**src/rtl/fc_pkg.sv**
```systemverilog
// Shared constants and arithmetic helpers for the FC and conv MAC engines.
// Helpers work on 64-bit signed values; callers pass the target width.
package fc_pkg;

    localparam int DEF_LANES    = 20;
    localparam int DEF_DATA_W   = 8;
    localparam int DEF_WEIGHT_W = 4;
    localparam int DEF_ACC_W    = 24;
    localparam int DEF_BIAS_W   = 16;
    localparam int DEF_OUT_W    = 8;
    localparam int DEF_CNT_W    = 8;

    function automatic logic signed [63:0] sat_w(
        input logic signed [63:0] x,
        input int                 w
    );
        logic signed [63:0] hi;
        logic signed [63:0] lo;
        hi = (64'sd1 <<< (w - 1)) - 64'sd1;
        lo = -(64'sd1 <<< (w - 1));
        if (x > hi) begin
            sat_w = hi;
        end else if (x < lo) begin
            sat_w = lo;
        end else begin
            sat_w = x;
        end
    endfunction

    function automatic logic signed [63:0] sext(
        input logic [63:0] x,
        input int          w
    );
        sext = $signed(x << (64 - w)) >>> (64 - w);
    endfunction

endpackage

```
**src/rtl/fc_requant.sv**
```systemverilog
// Round-half-up arithmetic shift, saturate to OUT_W, optional ReLU.
// Purely combinational; shared by the FC and conv output stages.
module fc_requant
    import fc_pkg::*;
#(
    parameter int ACC_W = DEF_ACC_W,
    parameter int OUT_W = DEF_OUT_W
) (
    input  logic signed [ACC_W-1:0] raw,
    input  logic        [4:0]       shift,
    input  logic                    relu,
    output logic signed [OUT_W-1:0] result
);

    // Headroom so the rounding constant for shift=31 never truncates.
    localparam int RW = ACC_W + 33;

    logic signed [RW-1:0] wide;
    logic signed [RW-1:0] rnd;
    logic signed [RW-1:0] shifted;
    logic signed [63:0]   clamped;

    always_comb begin
        wide    = {{33{raw[ACC_W-1]}}, raw};
        rnd     = {{(RW-1){1'b0}}, (shift != 5'd0)} << (shift - 5'd1);
        shifted = (wide + rnd) >>> shift;
        clamped = sat_w(64'(shifted), OUT_W);
        if (relu && clamped < 0) begin
            clamped = '0;
        end
        result = OUT_W'(clamped);
    end

endmodule

```
**src/rtl/fc_mac_engine.sv**
```systemverilog
// Streaming fully-connected dot-product engine: LANES MACs per beat,
// saturating accumulation over a configurable chunk count, requantised output.
module fc_mac_engine
    import fc_pkg::*;
#(
    parameter int LANES    = DEF_LANES,
    parameter int DATA_W   = DEF_DATA_W,
    parameter int WEIGHT_W = DEF_WEIGHT_W,
    parameter int ACC_W    = DEF_ACC_W,
    parameter int BIAS_W   = DEF_BIAS_W,
    parameter int OUT_W    = DEF_OUT_W,
    parameter int CNT_W    = DEF_CNT_W
) (
    input  logic                      clk,
    input  logic                      srstn,
    input  logic [CNT_W-1:0]          cfg_num_chunks,
    input  logic [4:0]                cfg_shift,
    input  logic                      cfg_relu,
    input  logic                      in_valid,
    output logic                      in_ready,
    input  logic [LANES*DATA_W-1:0]   in_data,
    input  logic [LANES*WEIGHT_W-1:0] in_weight,
    input  logic [BIAS_W-1:0]         in_bias,
    output logic                      out_valid,
    input  logic                      out_ready,
    output logic [OUT_W-1:0]          out_data,
    output logic [ACC_W-1:0]          out_raw,
    output logic                      out_ovf,
    output logic                      busy
);

    localparam int PROD_W = DATA_W + WEIGHT_W;
    localparam int SUM_W  = PROD_W + $clog2(LANES) + 1;

    logic             advance;
    logic             accept;
    logic [CNT_W-1:0] cnt;
    logic [CNT_W-1:0] num_lat;
    logic [CNT_W-1:0] num_eff;
    logic [4:0]       shift_lat;
    logic             relu_lat;
    logic             first;
    logic             last;

    logic                      s1_valid;
    logic [LANES*DATA_W-1:0]   s1_data;
    logic [LANES*WEIGHT_W-1:0] s1_weight;
    logic [BIAS_W-1:0]         s1_bias;
    logic                      s1_first;
    logic                      s1_last;
    logic [4:0]                s1_shift;
    logic                      s1_relu;

    logic [ACC_W-1:0]   acc;
    logic               ovf;
    logic signed [SUM_W-1:0] sum;
    logic signed [PROD_W-1:0] prod;
    logic signed [63:0] total;
    logic [ACC_W-1:0]   acc_next;
    logic               ovf_next;
    logic [4:0]         out_shift;
    logic               out_relu;

    assign advance  = !out_valid || out_ready;
    assign in_ready = advance;
    assign accept   = in_valid && advance;
    assign first    = (cnt == '0);
    assign busy     = (cnt != '0) || s1_valid || out_valid;

    // Configuration is taken live on the first beat, latched afterwards.
    always_comb begin
        num_eff = num_lat;
        if (first) begin
            num_eff = (cfg_num_chunks == '0) ? CNT_W'(1) : cfg_num_chunks;
        end
        last = (cnt == num_eff - CNT_W'(1));
    end

    always_ff @(posedge clk or negedge srstn) begin
        if (!srstn) begin
            cnt       <= '0;
            num_lat   <= '0;
            shift_lat <= '0;
            relu_lat  <= 1'b0;
        end else if (accept) begin
            cnt <= last ? '0 : cnt + CNT_W'(1);
            if (first) begin
                num_lat   <= num_eff;
                shift_lat <= cfg_shift;
                relu_lat  <= cfg_relu;
            end
        end
    end

    always_ff @(posedge clk or negedge srstn) begin
        if (!srstn) begin
            s1_valid  <= 1'b0;
            s1_data   <= '0;
            s1_weight <= '0;
            s1_bias   <= '0;
            s1_first  <= 1'b0;
            s1_last   <= 1'b0;
            s1_shift  <= '0;
            s1_relu   <= 1'b0;
        end else if (advance) begin
            s1_valid <= in_valid;
            if (in_valid) begin
                s1_data   <= in_data;
                s1_weight <= in_weight;
                s1_bias   <= in_bias;
                s1_first  <= first;
                s1_last   <= last;
                s1_shift  <= first ? cfg_shift : shift_lat;
                s1_relu   <= first ? cfg_relu : relu_lat;
            end
        end
    end

    // Lane 0 sits in the most significant slice.
    always_comb begin
        sum  = '0;
        prod = '0;
        for (int i = 0; i < LANES; i++) begin
            prod = $signed(s1_data[(LANES-1-i)*DATA_W +: DATA_W])
                 * $signed(s1_weight[(LANES-1-i)*WEIGHT_W +: WEIGHT_W]);
            sum  = sum + {{(SUM_W-PROD_W){prod[PROD_W-1]}}, prod};
        end
        total = (s1_first ? sext(64'(s1_bias), BIAS_W) : sext(64'(acc), ACC_W))
              + sext(64'(sum), SUM_W);
        acc_next = ACC_W'(sat_w(total, ACC_W));
        ovf_next = (!s1_first && ovf) || (sat_w(total, ACC_W) != total);
    end

    always_ff @(posedge clk or negedge srstn) begin
        if (!srstn) begin
            acc       <= '0;
            ovf       <= 1'b0;
            out_valid <= 1'b0;
            out_raw   <= '0;
            out_ovf   <= 1'b0;
            out_shift <= '0;
            out_relu  <= 1'b0;
        end else if (advance) begin
            if (s1_valid) begin
                acc <= acc_next;
                ovf <= ovf_next;
            end
            if (s1_valid && s1_last) begin
                out_valid <= 1'b1;
                out_raw   <= acc_next;
                out_ovf   <= ovf_next;
                out_shift <= s1_shift;
                out_relu  <= s1_relu;
            end else begin
                out_valid <= 1'b0;
            end
        end
    end

    fc_requant #(
        .ACC_W (ACC_W),
        .OUT_W (OUT_W)
    ) u_requant (
        .raw    (out_raw),
        .shift  (out_shift),
        .relu   (out_relu),
        .result (out_data)
    );

endmodule

```
**config.mk**
```make
export PLATFORM = sky130hd
export DESIGN_NAME = fc_mac_engine
export DESIGN_NICKNAME = d
export VERILOG_FILES = /design/src/rtl/fc_pkg.sv /design/src/rtl/fc_requant.sv /design/src/rtl/fc_mac_engine.sv
export SDC_FILE = /design/constraint.sdc
export NUM_CORES = 2
export LEC_CHECK = 0
export CAP_MARGIN = 20
export CORE_ASPECT_RATIO = 0.8
export CORE_MARGIN = 10
export CORE_UTILIZATION = 56
export DETAILED_ROUTE_END_ITERATION = 8
export PLACE_DENSITY = 0.86
export SETUP_SLACK_MARGIN = 0.02
export SLEW_MARGIN = 0
export SYNTH_ARGS = -nofsm -noshare
export SYNTH_HDL_FRONTEND = slang
export SYNTH_SLANG_ARGS = --single-unit
```
**constraint.sdc**
```tcl
create_clock -name clk -period 13.9 [get_ports clk]
set_clock_uncertainty 0.2 [all_clocks]
set_input_delay 1.39 -clock clk [delete_from_list [all_inputs] [get_ports clk]]
set_output_delay 1.39 -clock clk [all_outputs]
set_load 0.005 [all_outputs]
```
==> results.tsv <==
stage	metric	value	unit
worst_setup_path	CP max-delay cell	fa_1	
synth	main area contributors after synthesis	fa_1 29%, dfrtp_1 18%, ha_1 10%	
worst_setup_path	Critical R2R Launch	s1_data[40]$_DFFE_PN0P_	
timing	Slew Viols, Final	0	
synth	top cell type's share of synthesized area	0.2870	
timing	Slew HR	0.2192	
timing	final worst setup slack	-0.4844	ns
timing	final setup fails	50	
grt	largest net degree at the start of global routing	105	
clocking	CTS Hold Bufs	0	
synth	syn nets	6720	
synth	Avg Cell Area, Syn	8.867	sq um
clocking	clk buf depth	3	
die	site row count	95	
clocking	clock latency on the worst-skew pair	0.59	ns
drt	Antenna Nets Post-Route	0	
grt	first-pass GRT wire length	228700	microns
final_layout	Non-Filler Instances	7024	
synth	synthesized area	0.04757	sq mm
final_layout	layout cells sized above 1	0.1100	
drt	DRC Markers	0	
synth	ys flop type	dfrtp_1	
clocking	CTS tree	built	
place	IO buf count	309	
clocking	Clock Sink Count	338	
worst_setup_path	worst flop-to-flop path endpoint	out_ovf$_DFFE_PN0P_	
worst_setup_path	critical path's largest stage delay	0.59	ns
outcome	failing checks	setup timing	
worst_setup_path	worst r2r path cells	57	
timing	worst hold slack	0.2797	ns
clocking	H-tree depth	2	
synth	Synth async-reset ratio	1.000	
worst_setup_path	flop-to-flop setup slack	-0.48	ns
worst_setup_path	critical path class	reg -> reg	
grt	Overflow after GRT	0	
timing	fmax	0.06952	GHz
worst_hold_path	Hold Path Class	reg -> reg	
synth	most common cell in the synthesized netlist	nand2_1	
timing	period utilization	1.035	
synth	Yosys cell types	108	
place	placer congestion estimate	0.9919	
drt	Routed WL per cell	20.47	microns
timing	Worst-Margin Slew	1.155	ns
final_layout	Layout fillers	6350	
synth	Synth area leader	fa_1	
place	dpl cells	6924	
timing	final-report hold violation count	0	
worst_setup_path	Critical Path Most Common Cell	fa_1	
worst_setup_path	Worst Setup Start Kind	register	
timing	RSZ-0062 raised after global routing	yes	
drt	Detailed Route Iter0 Violations	3607	
die	die height	280.7	microns
synth	Post-synth EDFFs	0	
die	initial core utilization	0.5653	
synth	#FFs+latches synth	338	
worst_setup_path	Data arrival, critical path	14.65	ns
die	Ports	310	
grt	overall routing resource usage	0.2944	
outcome	status	finished with violations	
synth	Seq/Total Area, Yosys	0.1778	
synth	Commonest cells post-synth	1086 x nand2_1, 733 x inv_1, 682 x fa_1	
worst_setup_path	Worst Setup SP	s1_data[40]$_DFFE_PN0P_	
worst_setup_path	Crit path required time	14.17	ns
worst_setup_path	Max FO, Critical Path	3	
drt	final WL	143800	microns
final_layout	Synth-to-Final Area Change	17.52	%
synth	Mapped Cells	5365	
clocking	total CTS buffers	40	
worst_setup_path	crit path capture	out_ovf$_DFFE_PN0P_	
timing	Final min period	14.38	ns
final_layout	antenna fix cells	0	
die	Core Footprint	0.08416	sq mm
synth	Ys Warns	0	
drt	vias per cell	5.740	
flow_run	total of max-cap violations	0	
grt	number of global-route vias before repair	42270	
die	chip width	345.9	microns
final_layout	fin nets	7236	
drt	DR pass1 iterations	6	
clocking	Worst-path clk slew	0.07	ns
die	die area	0.09708	sq mm
place	HPWL Detailed	116700	microns
clocking	root buffer cell	clkbuf_16	
drt	via count	40320	
worst_setup_path	Crit. End Element	register	
grt	initial antenna violation count	3	
state kept, by name (all words and copies together) (netlist names), 5 cells and up:
register   flops
s1_data      160
s1_weight     80
acc           24
out_raw       24
s1_bias       16
cnt            8
num_lat        8
out_shift      5
shift_lat      5
cell usage in the layout, fill, tap and decap left out, drive strengths merged, types with 27 or more instances in the layout:
cell | Yosys | routed
nand2 | 1088 | 1088
inv | 734 | 734
fa | 682 | 682
ha | 399 | 399
buf | 40 | 350
dfrtp | 338 | 338
clkdlybuf4s50 | 0 | 308
and2 | 297 | 297
a21oi | 227 | 227
nor2 | 208 | 208
o21ai | 190 | 190
xnor2 | 160 | 160
nand2b | 94 | 94
a21o | 70 | 70
clkbuf | 144 | 52
xor2 | 51 | 51
nor2b | 47 | 47
mux2 | 46 | 46
nor3 | 44 | 44
o21bai | 43 | 43
o21a | 37 | 37
nand3 | 35 | 35
o211ai | 29 | 29
mux2i | 28 | 28
nand4 | 28 | 28
a211oi | 27 | 27
cells by family (layout without fill, tap and decap cells):
logic type	after synthesis	in the layout	share of synthesized area
flip-flops	338	338	0.1778
buffers and inverters	922	1466	0.07420
AO/OA/AOI/OAI	790	790	0.1085
multiplexers	82	82	0.02057
AND/OR/NAND/NOR	1938	1938	0.1872
XOR/XNOR	212	212	0.03932
adder cells (fa/ha/maj)	1083	1083	0.3924
stage by stage:
step / setup slack, ns / setup TNS [ns] / area [sq um] / util
3_5_place_dp: -0.6966 / -28.68 / 53910 / 0.6406
4_1_cts: -0.3350 / -12.15 / 55610 / 0.6608
6_report: -0.4844 / -21.16 / 55900 / 0.6643
3_3_place_gp: -0.2822 / -7.108 / 53900 / 0.6405
2_1_floorplan: 0.03310 / 0 / 47770 / -
5_1_grt: -1.019 / -48.43 / 55900 / 0.6643
what timing repair did:
item | CTS | global route
setup buffers | 22 | 10
resized for setup | 85 | 60
pin swaps | 116 | 98
endpoints found under the setup margin | 50 | 50
worst min path at each step:
| stage | start | end | slack, ns | cells past startpoint |
|---|---|---|---|---|
| 2_1_floorplan | s1_bias[0]$_DFFE_PN0P_ | s1_bias[0]$_DFFE_PN0P_ | 0.24 | 2 |
| 3_3_place_gp | s1_bias[2]$_DFFE_PN0P_ | s1_bias[2]$_DFFE_PN0P_ | 0.26 | 2 |
| 3_5_place_dp | s1_last$_DFFE_PN0P_ | s1_last$_DFFE_PN0P_ | 0.27 | 1 |
| 4_1_cts | s1_last$_DFFE_PN0P_ | s1_last$_DFFE_PN0P_ | 0.28 | 1 |
| 5_1_grt | s1_last$_DFFE_PN0P_ | s1_last$_DFFE_PN0P_ | 0.30 | 1 |
| 6_report | s1_last$_DFFE_PN0P_ | s1_last$_DFFE_PN0P_ | 0.28 | 1 |
metal layers:
layer  up-vias  track usage  share of wire
met5         -            0        0.00012
met4         2       0.1101          0.043
met3       377      0.07937          0.098
met2      1827       0.4695           0.45
met1     19890       0.3828           0.41
li1      18230            -              -
worst max-delay path: cells and delay by family, from the launching register on:
family | cells | cell delay [ns]
buf+inv | 8 | 0.72
flops | 1 | 0.37
simple gates | 16 | 2.75
mux | 1 | 0.26
xor+xnor | 1 | 0.16
fa+ha+maj | 18 | 7.87
compound gates | 13 | 1.87
area by class of cell:
cell class | instances | area, sq um | area share
Inverter | 738 | 2773 | 0.04960
Clock buffer | 52 | 1117 | 0.01999
Clock inverter | 18 | 219.0 | 0.003917
Multi-Input combinational cell | 4105 | 36200 | 0.6475
Sequential cell | 338 | 8459 | 0.1513
Tap cell | 1115 | 1395 | 0.02495
Timing Repair Buffer | 658 | 5741 | 0.1027
Power is not shown: default switching activity piles up to over one toggle a cycle in this logic, so the estimate is an artifact.
